===== src/rtl/mem_rf2r.sv =====
`default_nettype none
// ============================================================================
// mem_rf2r : 1-write / 2-read register file, lane-masked write, write-first
//            bypass, out-of-range detection with sticky ERR.
// Revision : 1.0
// ============================================================================
module mem_rf2r #(
    parameter int WIDTH  = 16,
    parameter int LANE   = 8,
    parameter int SIZE_E = 4,
    parameter int DEPTH  = 2**SIZE_E
) (
    input  logic                    CLK,
    input  logic                    RST_N,
    input  logic                    WRITE,
    input  logic [SIZE_E-1:0]       iWRAddr,
    input  logic [WIDTH/LANE-1:0]   iWRMask,
    input  logic [WIDTH-1:0]        D,
    input  logic                    READA,
    input  logic [SIZE_E-1:0]       iRDAddrA,
    input  logic                    READB,
    input  logic [SIZE_E-1:0]       iRDAddrB,
    output logic [WIDTH-1:0]        QA,
    output logic [WIDTH-1:0]        QB,
    output logic                    QA_VALID,
    output logic                    QB_VALID,
    input  logic                    CLR_ERR,
    output logic                    ERR
);

    localparam int                NLANE   = WIDTH / LANE;
    localparam logic [SIZE_E:0]   DEPTH_W = (SIZE_E+1)'(DEPTH);

    logic [WIDTH-1:0] mem [DEPTH];
    logic [WIDTH-1:0] lane_bits;
    logic [WIDTH-1:0] rd_a;
    logic [WIDTH-1:0] rd_b;
    logic             wr_in_range;
    logic             ra_in_range;
    logic             rb_in_range;
    logic             err_set;

    genvar k;
    generate
        for (k = 0; k < NLANE; k++) begin : g_lane
            assign lane_bits[k*LANE +: LANE] = {LANE{iWRMask[k]}};
        end
    endgenerate

    // Extra MSB so DEPTH == 2**SIZE_E compares correctly (nothing out of range).
    assign wr_in_range = {1'b0, iWRAddr}  < DEPTH_W;
    assign ra_in_range = {1'b0, iRDAddrA} < DEPTH_W;
    assign rb_in_range = {1'b0, iRDAddrB} < DEPTH_W;

    assign err_set = (WRITE && !wr_in_range) ||
                     (READA && !ra_in_range) ||
                     (READB && !rb_in_range);

    // Read muxes only match implemented entries, so out-of-range reads give 0.
    always_comb begin
        rd_a = '0;
        rd_b = '0;
        for (int e = 0; e < DEPTH; e++) begin
            if (iRDAddrA == SIZE_E'(e)) rd_a = mem[e];
            if (iRDAddrB == SIZE_E'(e)) rd_b = mem[e];
        end
        if (WRITE && wr_in_range && iWRAddr == iRDAddrA)
            rd_a = (rd_a & ~lane_bits) | (D & lane_bits);
        if (WRITE && wr_in_range && iWRAddr == iRDAddrB)
            rd_b = (rd_b & ~lane_bits) | (D & lane_bits);
    end

    always_ff @(posedge CLK or negedge RST_N) begin
        if (!RST_N) begin
            for (int e = 0; e < DEPTH; e++) mem[e] <= '0;
        end else begin
            for (int e = 0; e < DEPTH; e++) begin
                if (WRITE && iWRAddr == SIZE_E'(e))
                    mem[e] <= (mem[e] & ~lane_bits) | (D & lane_bits);
            end
        end
    end

    always_ff @(posedge CLK or negedge RST_N) begin
        if (!RST_N) begin
            QA       <= '0;
            QB       <= '0;
            QA_VALID <= 1'b0;
            QB_VALID <= 1'b0;
            ERR      <= 1'b0;
        end else begin
            QA_VALID <= READA;
            QB_VALID <= READB;
            if (READA) QA <= rd_a;
            if (READB) QB <= rd_b;
            if (err_set)
                ERR <= 1'b1;
            else if (CLR_ERR)
                ERR <= 1'b0;
        end
    end

endmodule
`default_nettype wire


===== config.mk =====
export PLATFORM = sky130hd
export DESIGN_NAME = mem_rf2r
export DESIGN_NICKNAME = d
export VERILOG_FILES = /design/src/rtl/mem_rf2r.sv
export SDC_FILE = /design/constraint.sdc
export NUM_CORES = 1
export LEC_CHECK = 0
export CORE_MARGIN = 5
export CORE_UTILIZATION = 50
export CTS_BUF_LIST = sky130_fd_sc_hd__clkbuf_4 sky130_fd_sc_hd__clkbuf_8
export CTS_CLUSTER_SIZE = 30
export DETAILED_ROUTE_END_ITERATION = 6
export PLACE_DENSITY = 0.7
export SLEW_MARGIN = 20
export SYNTH_ARGS = -nofsm -noshare
export SYNTH_HDL_FRONTEND = slang
export SYNTH_SLANG_ARGS = --single-unit

===== constraint.sdc =====
create_clock -name CLK -period 1.9 [get_ports CLK]
set_input_delay 0.38 -clock CLK [delete_from_list [all_inputs] [get_ports CLK]]
set_output_delay 0.38 -clock CLK [all_outputs]
set_load 0.01 [all_outputs]

## Word-level counts from Yosys, hierarchy flattened

Cells that the tools add are included.

| storage, ports and cells | value |
|---|---|
| register bits | 290 |
| word-level logic and storage cells | 160 |

| operators by class | value |
|---|---|
| equal/unequal tests | 47 |
| muxes and demuxes | 34 |
| bitwise operators | 38 |
| reductions and logical operators | 21 |

Operator list:

| operator | count |
|---|---|
| 16-bit two-way mux | 34 |
| 16-bit AND | 19 |
| 16-bit bitwise OR | 18 |
| 4-bit equality test (second input constant) | 24 |
| 4-bit by 3-bit equality test with 1-bit output (second input constant) | 12 |
| 4-bit by 2-bit equality test with 1-bit output (second input constant) | 6 |
| 1-bit logical AND | 18 |
| 16-bit NOT | 1 |
| 4-bit by 1-bit equality test with 1-bit output (second input constant) | 3 |
| 4-bit logical NOT | 3 |
| 4-bit equality test | 2 |

## Depth between registers and ports, before layout

| logic depth | value |
|---|---|
| depth after elaboration | 20 |
| depth in mapped cells | 10 |
| mapped depth without buffers | 6 |

## Worst setup path after synthesis

OpenSTA, ideal clock, no wires.

| timing path | value |
|---|---|
| path type | input to register |
| start | in iRDAddrB[0] |
| end | reg QB[14] |
| setup time | 132 ps |
| data arrival time | 1745 ps |
| path slack | 23 ps |
| stages | 7 |
| buffers on the path | 1 |
| cell sequence | buf_4 -> mux4_2 -> nor2_1 -> nor2_1 -> a221o_1 -> a211oi_1 -> o22ai_1 |

| on the way | value |
|---|---|
| longest elaborated chain between the ends | 20 |
| elaborated cells between the ends (all ways) | 37 |
| classes of those cells | eq/ne: 16; mux: 17; bitwise: 2; reduce/logical: 2 |

Ends and longest elaborated chain:

| what | RTL line | RTL |
|---|---|---|
| from (decl) | 22 | `input logic [SIZE_E-1:0] iRDAddrB,` |
| 4-bit logical NOT | 65 | `if (iRDAddrB == SIZE_E'(e)) rd_b = mem[e];` |
| 16-bit two-way mux (16 in a row) | 65 |  |
| 16-bit AND | 70 | `rd_b = (rd_b & ~lane_bits) \| (D & lane_bits);` |
| 16-bit bitwise OR | 70 |  |
| 16-bit two-way mux * | 69 | `if (WRITE && wr_in_range && iWRAddr == iRDAddrB)` |
| to (signal assigned) | 95 | `if (READB) QB <= rd_b;` |
| to (decl) | 24 | `output logic [WIDTH-1:0] QB,` |

Mark *: on every way between the ends. The rest lies on a longest branch, timed or not.
A chain may end at the register's enable or synchronous reset.

==> summary.md <==
| Metric | Value |
|---|---|
| CTS Root Cell | clkbuf_8 |
| Worst Path Required | 2.38 ns |
| Metal2 WL | 24.6 mm |
| CTS buffer count | slightly below 50 |
| Cell Rows | 66 |
| Synth cell types | between 70 and 80 |
| Clock sink count | 290 |
| First-pass GRT wire length | roughly 88 mm |
| Max Used Layer | met5 |
| Area leader, netlist | dfrtp_1 |
| Sequential fraction of the synthesis area | between 40 and 50% |
| WL per Instance | approximately 26 microns |
| Crit-path slowest cell | mux4_2 |
| Initial Util | between 50% and 60% |
| CP top delay family | multiplexers |
| Worst slew pin tran | between 0.6 and 0.7 ns |
| FFs w/ async S/R, synth | 100% |
| # fillers | 2,563 |
| Number of synthesized flops with an enable pin | 0 |
| Core area | about 0.033 sq mm |
| Max Root-Sink Buffers | 3 |
| Routability cong. | between 1 and 1.5 |
| Static leakage | between 0.009 and 0.01 uW |
| 1st-pass router iterations | 6 |
| Syn Area/Cell | ~11 sq um |
| Drt total wl | around 58 mm |
| Top-area cell type share of the netlist area | between 40% and 50% |
| Clock latency on the worst-skew pair | 0.60 ns |
| Vias/cell | approximately 6.4 |
| Worst-case clock skew | between 0.02 and 0.025 ns |
| CP max stage delay | around 0.44 ns |
| Die X | around 190 microns |
| Ys flop type | dfrtp_1 |
| DRC Markers | 0 |
| WP buf/inv | 1 |
| P per Cell Area | roughly 900 mW/mm^2 |
| Final WS setup | -0.0567 ns |
| Hold Vio Cnt, Final | 0 |
| Setup CP Type | reg2reg |
| Cells after synthesis | ~1,400 |
| Fin util | between 60% and 70% |
| Grt ovf | 0 |
| Slew HR | 54.9% |
| Share of layout cells above drive strength 1 | between 40% and 50% |
| H-tree depth | 2 |
| #FFs+latches synth | just under 300 |
| CTS clk-pin slew, worst paths | about 0.060 ns |
| Crit-path max FO | 2 |
| Setup crit end kind | flop |
| Syn nets | 1,485 |
| Antenna cells | 0 |
| CP Depth | 7 |
| Slew Limit Fails | 0 |
| Failing checks | negative setup slack |
| Run status | finished, violations left |
| Gr usage total | 31.6% |
| I/O Buffers | 68 |
| Placed Area | ~0.020 sq mm |
| Critical-path cell list | nor2b_4 -> mux4_2 -> mux2_4 -> o21ai_2 -> buf_6 -> o21ai_2 -> mux2_4 |
| Syn. warnings | 0 |
| Synthesis-to-layout area growth | 26.5% |
| FF-to-FF path depth | 7 |
| Routed length on met1 | ~24 mm |
| Max IR drop VDD | around 500 uV |
| RSZ-0062 raised after global routing | yes |
| Top-Level Pins | 71 |
| Max Cap Viol | 0 |
| Leading post-synthesis cells by cell area | dfrtp_1, mux2_2, mux4_2 |
| Period utilization | 103% |
| Initial DRC count | roughly 1,800 |
| Chip Height | 191 microns |
| Final number of setup-violating endpoints | 1 |
| Post-DP HPWL | 42.7 mm |
| Fmax | between 500 and 600 MHz |
| Largest net degree at the start of global routing | 53 |
| Post-Syn Area | 0.0164 sq mm |
| Initial antenna violation count | 2 |
| Vias | 14,163 |
| Worst endpoint data arrival time | between 2 and 2.5 ns |
| Final Instance Area | approximately 0.021 sq mm |
| Layout Nets | between 1,500 and 2,000 |
| Die Footprint | roughly 0.037 sq mm |
| Vias in the first global route | about 14,000 |
| Post-route ant nets | 0 |
| CTS tree | built |
| Worst Hold Class | in2async |
| Period minus WS final | 1.96 ns |
| Startpoint types | flop |
| WL met3 | between 7 and 8 mm |
==> routing by layer <==
| metal | track usage [%] | vias up |
|---|---|---|
| met5 | 0 | - |
| li1 | - | 6053 |
| met1 | 45.5 | 7000 |
| met4 | 11.5 | 4 |
| met2 | 46.0 | 950 |
| met3 | 8.58 | 156 |
==> timing repair <==
item / CTS / global route
setup buffers: 1 / 3
resized for setup: 19 / 33
hold buffers: 1 / 0
pin swaps: 1 / 6
endpoints found under the setup margin: 44 / 41
endpoints found under the hold margin: 44 / 0
==> area by class of cell <==
cell class | count | area [sq um] | share of cell area, %
well taps | 442 | 553 | 2.66
clock inverters | 6 | 32.5 | 0.156
repair buffers | 369 | 3330 | 16.0
flip-flops and latches | 290 | 7260 | 34.9
clock buffers | 81 | 1030 | 4.97
multi-input cells | 1015 | 8520 | 41.0
inverters | 17 | 63.8 | 0.307
==> final timing paths <==
path                            startpoint        end  slack [ns]
worst max-delay path                  flop      QB[6]       -0.06
worst min-delay path                 RST_N  async pin        0.33
worst max register to register        flop      QB[6]       -0.06
worst min register to register       QB[6]      QB[6]        0.52
max in group asynchronous            RST_N  async pin        0.90
min in group CLK                     QB[6]      QB[6]        0.52
==> cells in the final DEF (no fill, tap or decap), drive strengths merged, types with 22 or more instances in the layout <==
master / count
a31oi: 22
o221ai: 23
nand3: 25
a21oi: 63
dfrtp: 290
clkdlybuf4s50: 28
nor2b: 26
mux2i: 49
nor2: 93
nand2: 74
buf: 308
mux4: 38
clkbuf: 81
mux2: 294
o21ai: 69
o22ai: 32
==> per-stage QoR <==
step | worst slack [ns] | setup TNS (ns) | total power, uW | std cells | hold slack, ns
6_report | -0.0567 | -0.0567 | 18800 | 2220 | 0.331
4_1_cts | -0.0623 | -0.0774 | 18800 | 2217 | 0.318
3_3_place_gp | -0.737 | -120.65 | 12600 | 2128 | 0.351
2_1_floorplan | 0.0227 | 0 | 10800 | 1449 | 0.0844
5_1_grt | -0.0810 | -0.115 | 19600 | 2220 | 0.356
3_5_place_dp | -0.736 | -124.82 | 12800 | 2128 | 0.351
==> cell usage after synthesis, types with 5 or more instances <==
library cell    n
o22ai_1        32
nand3_1        25
o211ai_1       15
mux4_2         38
o21ai_0        56
xor2_1          8
nand2b_1       14
and3_1         12
a211oi_1       12
and2_1          5
mux2i_1        49
nor2_1         86
o31ai_1         5
a21oi_1        62
mux2_2        280
buf_4          14
a22o_1          5
buf_6          12
nor2b_1        26
mux2_1         14
a221oi_1        9
nand2_1        74
a2bb2oi_1       6
o21ai_1        13
nand4_1         5
a31oi_1        22
inv_1          14
buf_2          46
o221ai_1       23
clkbuf_1       52
dfrtp_1       290
nor2_2          7
nor3_1         16
a22oi_1        19
==> where the power goes <==
part | total, uW | leakage [uW] | internal, uW | switching, uW
clock network | 6010 | 0.000568 | 3410 | 2590
logic | 4520 | 0.00516 | 2430 | 2080
registers | 8310 | 0.00368 | 7350 | 967
total | 18800 | 0.00942 | 13200 | 5650
==> logic make-up after synthesis <==
family / share of synthesized area [%]
AOI/OAI and AO/OA: 13.8
xor gates and xnor gates: 0.426
buffers and inverters: 4.60
DFF: 44.2
muxes: 28.3
other: 0.0228
and+or+nand+nor: 8.69
==> worst register-to-register path, delay by kind of cell (launching register included) <==
kind                   cells  cell delay, ns
multiplexers               3            0.98
flip-flops                 1            0.39
AO/OA/AOI/OAI              2            0.22
buffers and inverters      1            0.14
AND/OR/NAND/NOR            1            0.13
Note: power is estimated with default switching activity, not from simulation.
